File: src/rtl/spi_frame_slave.sv
// SPI frame slave running in the system clk domain: synchronises sck/sdi/load,
// deserialises a request frame and serialises the core's response back out.
module spi_frame_slave #(
  parameter int IN_W        = 256,
  parameter int OUT_W       = 128,
  parameter int CPOL        = 0,
  parameter int CPHA        = 0,
  parameter int SYNC_STAGES = 2
) (
  input  logic             clk,
  input  logic             reset,
  input  logic             sck,
  input  logic             sdi,
  output logic             sdo,
  input  logic             load,
  output logic             done,
  output logic [IN_W-1:0]  rx_data,
  output logic             rx_valid,
  input  logic [OUT_W-1:0] tx_data,
  input  logic             tx_valid,
  output logic             tx_ready,
  output logic             frame_err,
  output logic             busy
);

  localparam int MAX_W = (IN_W > OUT_W) ? IN_W : OUT_W;
  localparam int CNT_W = $clog2(MAX_W + 2);
  localparam logic [CNT_W-1:0] CNT_IN      = CNT_W'(IN_W);
  localparam logic [CNT_W-1:0] CNT_SAT     = CNT_W'(IN_W + 1);
  localparam logic [CNT_W-1:0] CNT_TX_LAST = CNT_W'(OUT_W - 1);

  typedef enum logic [1:0] {IDLE, RX, WAIT, TX} state_t;

  state_t                 state;
  logic [SYNC_STAGES-1:0] sck_sync;
  logic [SYNC_STAGES-1:0] sdi_sync;
  logic [SYNC_STAGES-1:0] load_sync;
  logic                   sck_d;
  logic                   load_d;
  logic [CNT_W-1:0]       cnt;
  logic [IN_W-1:0]        rx_shift;
  logic [OUT_W-2:0]       tx_shift;
  logic                   first_shift;

  logic sck_s, sdi_s, load_s;
  logic sck_rise, sck_fall, lead_edge, trail_edge;
  logic sample_edge, shift_edge, load_rise, load_fall;

  always_ff @(posedge clk or posedge reset) begin
    if (reset) begin
      sck_sync  <= '0;
      sdi_sync  <= '0;
      load_sync <= '0;
      sck_d     <= 1'b0;
      load_d    <= 1'b0;
    end else begin
      sck_sync  <= {sck_sync[SYNC_STAGES-2:0], sck};
      sdi_sync  <= {sdi_sync[SYNC_STAGES-2:0], sdi};
      load_sync <= {load_sync[SYNC_STAGES-2:0], load};
      sck_d     <= sck_s;
      load_d    <= load_s;
    end
  end

  assign sck_s  = sck_sync[SYNC_STAGES-1];
  assign sdi_s  = sdi_sync[SYNC_STAGES-1];
  assign load_s = load_sync[SYNC_STAGES-1];

  assign sck_rise    = sck_s & ~sck_d;
  assign sck_fall    = ~sck_s & sck_d;
  assign lead_edge   = (CPOL == 0) ? sck_rise : sck_fall;
  assign trail_edge  = (CPOL == 0) ? sck_fall : sck_rise;
  assign sample_edge = (CPHA == 0) ? lead_edge : trail_edge;
  assign shift_edge  = (CPHA == 0) ? trail_edge : lead_edge;
  assign load_rise   = load_s & ~load_d;
  assign load_fall   = ~load_s & load_d;

  // A load rise in WAIT is an abort, so the handshake must not complete then.
  assign tx_ready = (state == WAIT) && tx_valid && !load_rise;
  assign busy     = (state != IDLE);

  always_ff @(posedge clk or posedge reset) begin
    if (reset) begin
      state       <= IDLE;
      cnt         <= '0;
      rx_shift    <= '0;
      tx_shift    <= '0;
      rx_data     <= '0;
      rx_valid    <= 1'b0;
      frame_err   <= 1'b0;
      sdo         <= 1'b0;
      done        <= 1'b0;
      first_shift <= 1'b0;
    end else begin
      rx_valid  <= 1'b0;
      frame_err <= 1'b0;
      case (state)
        IDLE: begin
          sdo <= 1'b0;
          if (load_rise) begin
            cnt   <= '0;
            state <= RX;
          end
        end
        RX: begin
          if (load_rise) begin
            cnt <= '0;
          end else if (load_fall) begin
            if (cnt == CNT_IN) begin
              rx_data  <= rx_shift;
              rx_valid <= 1'b1;
              state    <= WAIT;
            end else begin
              frame_err <= 1'b1;
              state     <= IDLE;
            end
          end else if (sample_edge) begin
            rx_shift <= {rx_shift[IN_W-2:0], sdi_s};
            if (cnt != CNT_SAT) cnt <= cnt + 1'b1;
          end
        end
        WAIT: begin
          if (load_rise) begin
            frame_err <= 1'b1;
            done      <= 1'b0;
            sdo       <= 1'b0;
            cnt       <= '0;
            state     <= RX;
          end else if (tx_valid) begin
            tx_shift    <= tx_data[OUT_W-2:0];
            sdo         <= tx_data[OUT_W-1];
            done        <= 1'b1;
            cnt         <= '0;
            first_shift <= (CPHA != 0);
            state       <= TX;
          end
        end
        TX: begin
          if (load_rise) begin
            frame_err <= 1'b1;
            done      <= 1'b0;
            sdo       <= 1'b0;
            cnt       <= '0;
            state     <= RX;
          end else if (shift_edge) begin
            // With CPHA=1 the first shift edge is the one that presents the MSB.
            if (first_shift) begin
              first_shift <= 1'b0;
            end else begin
              sdo      <= tx_shift[OUT_W-2];
              tx_shift <= {tx_shift[OUT_W-3:0], 1'b0};
            end
          end else if (sample_edge) begin
            if (cnt == CNT_TX_LAST) begin
              done  <= 1'b0;
              sdo   <= 1'b0;
              state <= IDLE;
            end else begin
              cnt <= cnt + 1'b1;
            end
          end
        end
        default: state <= IDLE;
      endcase
    end
  end

endmodule

File: config.mk
export PLATFORM = sky130hd
export DESIGN_NAME = spi_frame_slave
export DESIGN_NICKNAME = d
export VERILOG_FILES = /design/src/rtl/spi_frame_slave.sv
export SDC_FILE = /design/constraint.sdc
export NUM_CORES = 1
export LEC_CHECK = 0
export ABC_AREA = 0
export BUFFER_PORTS_ARGS = -buffer_cell sky130_fd_sc_hd__clkbuf_2
export CORE_ASPECT_RATIO = 0.5
export CORE_MARGIN = 1.5
export CORE_UTILIZATION = 50
export CTS_CLUSTER_DIAMETER = 40
export DETAILED_ROUTE_END_ITERATION = 7
export PLACE_DENSITY = 0.8
export SYNTH_ARGS = -nofsm -noshare
export SYNTH_HDL_FRONTEND = slang
export SYNTH_SLANG_ARGS = --single-unit
export TNS_END_PERCENT = 5
File: constraint.sdc
create_clock -name clk -period 44.4 [get_ports clk]
set_input_delay 4.44 -clock clk [delete_from_list [all_inputs] [get_ports clk]]
set_output_delay 4.44 -clock clk [all_outputs]
set_load 0.02 [all_outputs]
==> impl_metrics.tcl, run 1 <==
set metrics [dict create \
    hold_path.class "reg -> reg" \
    yosysSeqAreaShare_pct 63.7 \
    grt_pass1_vias 15200 \
    cp-end-kind "output pin" \
    yosys.cell_types.count 39 \
    grt_util_all_layers_pct 19.1 \
    critical_path_class "in -> out" \
    num_rows 58 \
    period_share_pct 21.3 \
    cts.repair.resized 0 \
    grt_overflow 0 \
    synthArstFlopShare_pct 100 \
    grt_pass1_wl_um 82200 \
    r2r_cells 5 \
    tns_ps 0 \
    worst_pin_slew_ps 1130 \
    grtUsageMet2_pct 34.7 \
    start_kind "primary input" \
    synth_top_area_share_pct 63.7 \
    worstPathRequired_ps 39960 \
    netlist_instances 1763 \
    cts_tree "built" \
    slew_headroom_pct 24.9 \
    clock-root-buffer "clkbuf_16" \
    clk_latency_ps 590 \
    period_needed_ps 9450 \
    synth_top_cell_by_area "dfrtp_1" \
    vias 14800 \
    cts.sink_count 662 \
    final.setup_skew_ps 22.4 \
    drv_cap 0 \
    die_area_um2 53500 \
    met3_usage_pct 3.29 \
    wirelength_um 51500 \
    synth_edf_count 0 \
    ios 396 \
    grtUsageMet1_pct 22.6 \
    numCtsBuffers 57 \
    die_h_um 164 \
    syn_to_final_growth_pct 16.3 \
    postSynthAreaPerCell_um2 14.8 \
    cts_setup_buffers 0 \
    synth-seq-cells 662 \
    port_buffers 395 \
    drtIter0Drc 763 \
    run_status "completed" \
    utilization_pct 59.6 \
    drive_gt1_share_pct 47.0 \
    synth_fp_nets 1904 \
    top_usage_layer "met2" \
    setup_slack_ps 34950 \
    wl_per_cell_um 18.0 \
    pre_cts_slack_ps 34960 \
    h-tree-depth 2 \
    hold_depth 0 \
    rsz0062_at_grt "no" \
    total_leakage_power_nw 17.0 \
    finalHoldViolCount 0 \
    vias_per_cell 5.16 \
    clk_path_buf_depth 3 \
    clk_pin_slew_worst_paths_ps 60 \
    synth_area_um2 26000 \
    holdBufCountCts 0 \
    ys_warn_count 0 \
    drc 0 \
    vdd.ir_drop.worst_mv 0.0300 \
    firstDrtPassIters 4 \
    crit_arrival_ps 5010 \
    core-area_um2 50800 \
    antenna_found_initial 5 \
    final_cell_mix "dfrtp_1, mux2_2, clkbuf_2, nor2_1, a21oi_1" \
    grt_max_degree 255 \
    initial_core_util_pct 51.2 \
    die_w_um 326 \
    final_common_cell "dfrtp_1" \
    synthFlopType "dfrtp_1" \
    drtAntennaViolNets 0 \
    drv_slew 0 \
    synth_top_cells_by_area "dfrtp_1, mux2_2, mux2i_1, a21oi_1, nor2_1" \
    finalSetupViolations 0 \
    p_per_area_nw_per_um2 38.0 \
    worstPathMaxFanout 3 \
    timing.fmax_mhz 106 \
    hpwl_um 34000 \
    gp_congestion 0.813 \
    finalNetCount 2266 \
]
[where the power goes]
group	internal, mW	total [mW]	switching [mW]
logic	0.0162	0.0414	0.0252
registers	0.608	0.613	0.00478
clock network	0.276	0.496	0.219
[logic make-up after synthesis]
logic type / Yosys count / synth area share [%]
compound gates: 162 / 3.37
fa+ha+maj: 7 / 0.337
buf+inv: 115 / 2.63
flops: 662 / 63.7
mux: 639 / 27.0
simple gates: 178 / 2.96
[cell usage after synthesis, types with 2 or more instances]
cell type / count
a21oi_1: 132
a31oi_1: 2
and3_1: 5
buf_1: 10
buf_2: 51
buf_6: 25
clkbuf_1: 19
dfrtp_1: 662
ha_1: 7
inv_1: 10
mux2_2: 513
mux2i_1: 126
nand2_1: 11
nand2b_1: 3
nand3_1: 8
nor2_1: 135
nor2b_1: 4
nor3_1: 2
o21ai_0: 8
o21ai_1: 2
o31ai_1: 9
or3_1: 2
[area by class of cell]
cell class              count  area (um2)
clock buffers              86        1700
well taps                 690         863
diodes                      4        10.0
flip-flops and latches    662       16600
clock inverters            16         175
repair buffers            408        2110
multi-input cells         986        8800
fillers                  4004       20500
inverters                  10        45.0
[registers in the layout, summed over array words and instances (netlist names), 2 cells and up]
| register | count |
|---|---|
| rx_data | 256 |
| rx_shift | 256 |
| tx_shift | 127 |
| cnt | 9 |
| load_sync | 2 |
| sck_sync | 2 |
| sdi_sync | 2 |
| state | 2 |
[through the flow]
stage | std cells | instance area (um2) | power [mW] | hold WS [ps]
3_5_place_dp | 2756 | 28400 | 0.667 | 336
2_1_floorplan | 1763 | 26000 | 0.652 | 331
6_report | 2862 | 30300 | 1.15 | 350
5_1_grt | 2862 | 30300 | 1.20 | 356
4_1_cts | 2858 | 30300 | 1.17 | 351
3_3_place_gp | 2756 | 28400 | 0.665 | 333
[path summary, 6_finish.rpt]
path                                        from                       end  slack [ps]
min in group asynchronous                  reset  rx_data[199]$_DFFE_PP0P_        3960
min reg2reg                sdi_sync[0]$_DFF_PP0_     sdi_sync[1]$_DFF_PP0_         350
max reg2reg                 state[1]$_DFFE_PP0P_  rx_shift[13]$_DFFE_PP0P_       40680
max                                     tx_valid                  tx_ready       34950
max in group asynchronous                  reset   rx_data[38]$_DFFE_PP0P_       37240
min                        sdi_sync[0]$_DFF_PP0_     sdi_sync[1]$_DFF_PP0_         350
[worst max-delay path, cell delays in order]
cell      delay [ps]
clkbuf_2         100
nand2b_1         120
nor2_1           150
clkbuf_2         190
[layer usage]
metal	wire length [um]	part of all wire (%)	up-vias
li1	-	-	6948
met1	20300	39	7504
met2	27600	54	201
met3	1520	2.9	113
met4	2130	4.1	2
met5	7	0.014	-
No activity file was read; power rests on OpenSTA's default activity.
==> run 2: changes to the inputs <==
clock period = 9.3 ns   (was 44.4 ns; I/O delays follow)
==> run 2 against run 1 <==
Final area rose by 0.33%. Largest power group unchanged. Setup slack got worse by 30000 ps. Highest routed layer is now met4. Worst hold slack got worse by 10 ps. Critical endpoint is now rx_shift[219]$_DFFE_PP0P_. Sequential share of layout area is 0.18 points lower.
==> impl_metrics.tcl, run 2 (synthesis gave the netlist of run 1 again) <==
set metrics [dict create \
    run_status "completed" \
    r2r-start "state[0]$_DFFE_PP0P_" \
    h-tree-depth 2 \
    slew_headroom_pct 24.1 \
    reg_top3 "rx_data: 256 flops, rx_shift: 256 flops, tx_shift: 127 flops" \
    crit_start "state[0]$_DFFE_PP0P_" \
    timing.fmax_mhz 256 \
    grt_pass1_vias 15100 \
    wirelength_um 51600 \
    cp_common_cell "buf_4" \
    die_area_um2 53500 \
    drv_cap 0 \
    top_usage_layer "met2" \
    drtAntennaViolNets 0 \
    vias_per_cell 5.14 \
    grtUsageMet2_pct 34.8 \
    r2r_cells 5 \
    worst_pin_slew_ps 1140 \
    period_needed_ps 3900 \
    final-seq-area_um2 16600 \
    p_per_area_nw_per_um2 184 \
    drive_gt1_share_pct 47.2 \
    initial_core_util_pct 51.2 \
    numCtsBuffers 58 \
    grt_overflow 0 \
    firstDrtPassIters 4 \
    finalHoldViolCount 0 \
    port_buffers 395 \
    start_kind "flip-flop" \
    die_w_um 326 \
    clock-root-buffer "clkbuf_16" \
    vdd.ir_drop.worst_mv 0.138 \
    finalNetCount 2269 \
    hold_path.class "in -> async" \
    worstPathMaxFanout 79 \
    worstPathRequired_ps 9780 \
    finalSetupViolations 0 \
    grtUsageMet1_pct 22.5 \
    grt_pass1_wl_um 81300 \
    holdBufCountCts 0 \
    hpwl_um 33900 \
    rsz0062_at_grt "no" \
    setup_slack_ps 5400 \
    cp_slowest_cell "buf_4" \
    total_leakage_power_nw 17.0 \
    syn_to_final_growth_pct 16.7 \
    dpl-instance-area_um2 28400 \
    final.setup_skew_ps 16.2 \
    clk_latency_ps 610 \
    cts_tree "built" \
    critical_path_class "reg -> reg" \
    antenna_found_initial 6 \
    cts.sink_count 662 \
    n_fill_cell 3902 \
    die_h_um 164 \
    path_cells "nor2b_1, nand3_4, buf_4, buf_4, mux2_2" \
    cts.repair.resized 0 \
    vias 14800 \
    clk_path_buf_depth 3 \
    utilization_pct 59.8 \
    num_rows 58 \
    gp_congestion 0.817 \
    drtIter0Drc 809 \
    critPathMaxStageDelay_ps 870 \
    clk_pin_slew_worst_paths_ps 70 \
    final_cell_area_um2 30400 \
    ios 396 \
    grt_util_all_layers_pct 18.9 \
    crit_arrival_ps 4380 \
    met3_usage_pct 3.24 \
    grt_max_degree 255 \
    pre_cts_slack_ps 5430 \
    wl_per_cell_um 18.0 \
    multiInputGateArea_um2 8800 \
    final_cell_mix "dfrtp_1, mux2_2, clkbuf_2, nor2_1, a21oi_1" \
    cp-end-kind "flip-flop" \
    cts_setup_buffers 0 \
    core-area_um2 50800 \
    final_common_cell "dfrtp_1" \
    period_share_pct 41.9 \
    tns_ps 0 \
    drc 0 \
    drv_slew 0 \
]
run 2: changes by cell type in the layout (fill, tap and decap cells not counted), sizes merged:
| cell | change |
|---|---|
| clkinvlp | +6 |
| clkbuf | -5 |
| buf | +2 |
| bufinv | +2 |
| diode | +2 |
| inv | +2 |
run 2: critical path: cells and delay by family, from the launching register on:
kind / cells / cell delay (ps)
AND/OR/NAND/NOR: 2 / 1000
buffers and inverters: 2 / 1570
flip-flops: 1 / 530
multiplexers: 1 / 420
run 2: layout make-up:
class	instances	area share (%)
Clock inverter	26	1.01
Multi-Input combinational cell	986	29.0
Antenna cell	6	0.0494
Sequential cell	662	54.5
Tap cell	690	2.84
Timing Repair Buffer	410	7.00
Inverter	10	0.136
Clock buffer	81	5.43
run 2: routing by layer:
| metal | up-vias | wire length, um |
|---|---|---|
| li1 | 6929 | - |
| met1 | 7529 | 20400 |
| met2 | 193 | 28000 |
| met3 | 101 | 1530 |
| met4 | 0 | 1690 |
| met5 | - | 0 |
run 2: worst paths after layout:
kind,end,slack [ps]
setup / recovery,rx_shift[219]$_DFFE_PP0P_,5400
hold / removal,tx_shift[0]$_DFFE_PP0P_,340
setup reg to reg,rx_shift[219]$_DFFE_PP0P_,5400
hold reg to reg,sdi_sync[1]$_DFF_PP0_,350
max in group asynchronous,rx_data[119]$_DFFE_PP0P_,6800
min in group clk,sdi_sync[1]$_DFF_PP0_,350
run 2: per-stage QoR:
| step | hold WS, ps | cells | power, mW |
|---|---|---|---|
| 6_report | 340 | 2871 | 5.58 |
| 5_1_grt | 359 | 2871 | 5.79 |
| 4_1_cts | 327 | 2865 | 5.65 |
| 3_5_place_dp | 337 | 2758 | 3.18 |
| 3_3_place_gp | 337 | 2758 | 3.18 |
| 2_1_floorplan | 331 | 1763 | 3.12 |
run 2: report_power, final:
| group | internal (mW) | total [mW] | switching, mW |
|---|---|---|---|
| logic | 0.0778 | 0.197 | 0.119 |
| clock network | 1.37 | 2.46 | 1.09 |
| registers | 2.90 | 2.93 | 0.0243 |
==> run 3: changes to the inputs <==
clock period = 3.78 ns   (was 9.3 ns; I/O delays follow)
==> run 3 against run 2 <==
Global-route usage increased by 0.45 points. Register-to-register slack got worse by 4000 ps. Clock power rose to 2.6 times the previous value. Die area is the same. Flip-flop and latch count stayed put. Combinational power grew to 2.6 times the previous value. Final cell count is 0.59% higher. Via count is 2.5% higher. Sequential power increased by 150%. First-iteration DRC count shrank 19%. Power rose to 2.5 times the previous value. Core utilization up 0.85 points. Critical endpoint is now rx_shift[144]$_DFFE_PP0P_.
==> impl_metrics.tcl, run 3 (synthesis gave the netlist of run 1 again) <==
set metrics [dict create \
    cp_slowest_cell "dfrtp_1" \
    initial_core_util_pct 51.2 \
    hold_depth 3 \
    period_share_pct 64.0 \
    finalSetupViolations 0 \
    grt_util_all_layers_pct 19.4 \
    vias_per_cell 5.23 \
    clk_latency_ps 610 \
    clkPwrFrac_pct 45.5 \
    drv_cap 0 \
    utilization_pct 60.6 \
    hold_path.class "in -> reg" \
    cp-end-kind "flip-flop" \
    wirelength_um 52400 \
    syn_to_final_growth_pct 18.4 \
    num_rows 58 \
    slew_headroom_pct 35.5 \
    hold_slack_ps 73.7 \
    drc 0 \
    final_cell_area_um2 30800 \
    critical_path_class "reg -> reg" \
    die_area_um2 53500 \
    run_status "completed" \
    drive_gt1_share_pct 47.8 \
    crit_arrival_ps 2890 \
    antenna_found_initial 4 \
    p_comb_share_pct 3.6 \
    die_w_um 326 \
    rsz0062_at_grt "no" \
    vias 15100 \
    core-area_um2 50800 \
    gp_congestion 0.824 \
    final_cells 2888 \
    vdd.ir_drop.worst_mv 0.335 \
    power.switching_mw 3.09 \
    worstPathRequired_ps 4260 \
    start_kind "flip-flop" \
    finalHoldViolCount 0 \
    drtAntennaViolNets 0 \
    h-tree-depth 2 \
    cts.sink_count 662 \
    period_needed_ps 2420 \
    wl_per_cell_um 18.2 \
    swShare_pct 21.8 \
    cts_tree "built" \
    seqPwrFrac_pct 50.9 \
    path_cells "nor2b_1, nand3_4, buf_4, mux2_2" \
    final_common_cell "dfrtp_1" \
    drtIter0Drc 654 \
    cts.repair.resized 0 \
    port_buffers 395 \
    clk_pin_slew_worst_paths_ps 70 \
    ios 396 \
    pre_cts_slack_ps 1440 \
    critPathMaxStageDelay_ps 610 \
    grt_pass1_vias 15500 \
    p_per_area_nw_per_um2 459 \
    hpwl_um 34700 \
    clock-root-buffer "clkbuf_16" \
    place_inst 2769 \
    worstPathMaxFanout 56 \
    grt_max_degree 128 \
    firstDrtPassIters 4 \
    timing.fmax_mhz 414 \
    drv_slew 0 \
    dpl-instance-area_um2 28600 \
    finalNetCount 2285 \
    die_h_um 164 \
    grt_pass1_wl_um 83300 \
    final.setup_skew_ps 21.5 \
    setup_slack_ps 1360 \
    reg_top3 "rx_data: 256 flops, rx_shift: 256 flops, tx_shift: 127 flops" \
    r2r_cells 4 \
    total_leakage_power_nw 17.3 \
    final_cell_mix "dfrtp_1, mux2_2, clkbuf_2, nor2_1, a21oi_1" \
    worst_pin_slew_ps 968 \
    power.internal_mw 11.1 \
    numCtsBuffers 58 \
    clk_path_buf_depth 3 \
    grt_overflow 0 \
]
-- run 3: changes by cell type in the layout (fill, tap and decap cells not counted), sizes merged --
cell,change
diode,-2
clkinvlp,-3
clkinv,+6
buf,+11
clkbuf,-6
bufinv,+5
inv,+1
dlygate4sd3,+5
-- run 3: layer usage --
| metal | wire length [um] | part of all wire, % | track usage [%] | vias to the layer above |
|---|---|---|---|---|
| met5 | 0 | 0 | 0 | - |
| met4 | 2520 | 4.8 | 9.66 | 0 |
| met3 | 1500 | 2.9 | 3.03 | 139 |
| met2 | 27800 | 53 | 34.7 | 248 |
| met1 | 20600 | 39 | 23.0 | 7747 |
| li1 | - | - | - | 6984 |
-- run 3: power by group through the flow --
stage               sequential (mW)  combinational, mW  clock (mW)
global placement               7.33              0.508           0
global route                   7.20              0.579        6.88
detailed placement             7.33              0.520           0
finish                         7.20              0.513        6.44
floorplan                      7.32              0.342           0
CTS                            7.20              0.527        6.60
-- run 3: path summary, 6_finish.rpt --
path / startpoint / to / slack [ps]
worst max-delay path: state[0]$_DFFE_PP0P_ / rx_shift[144]$_DFFE_PP0P_ / 1360
min in group asynchronous: reset / tx_shift[1]$_DFFE_PP0P_ / 500
worst min register to register: load_sync[0]$_DFF_PP0_ / load_sync[1]$_DFF_PP0_ / 350
worst max register to register: state[0]$_DFFE_PP0P_ / rx_shift[144]$_DFFE_PP0P_ / 1360
worst min-delay path: tx_data[119] / tx_shift[119]$_DFFE_PP0P_ / 70
max in group asynchronous: reset / rx_data[24]$_DFFE_PP0P_ / 2200
-- run 3: cell type report --
class | count | area, um2
repair buffers | 426 | 2410
clock inverters | 35 | 477
well taps | 690 | 863
diodes | 4 | 10.0
flip-flops and latches | 662 | 16600
inverters | 10 | 41.3
fillers | 3885 | 20000
multi-input cells | 986 | 8800
clock buffers | 75 | 1640
-- run 3: what timing repair did --
| item | in CTS | in global routing |
|---|---|---|
| endpoints found under the hold margin | 28 | 0 |
| hold buffers | 5 | 0 |
| setup buffers | 0 | 0 |
-- run 3: worst max-delay path: cells and delay by family, from the launching register on --
| kind | cells | cell delay (ps) |
|---|---|---|
| mux | 1 | 370 |
| flops | 1 | 610 |
| buf+inv | 1 | 460 |
| simple gates | 2 | 810 |
-- run 3: per-stage QoR --
step	power, mW	TNS [ps]
CTS	14.3	0
finish	14.2	0
floorplan	7.67	-3739280
global placement	7.84	0
detailed placement	7.85	0
global route	14.7	0
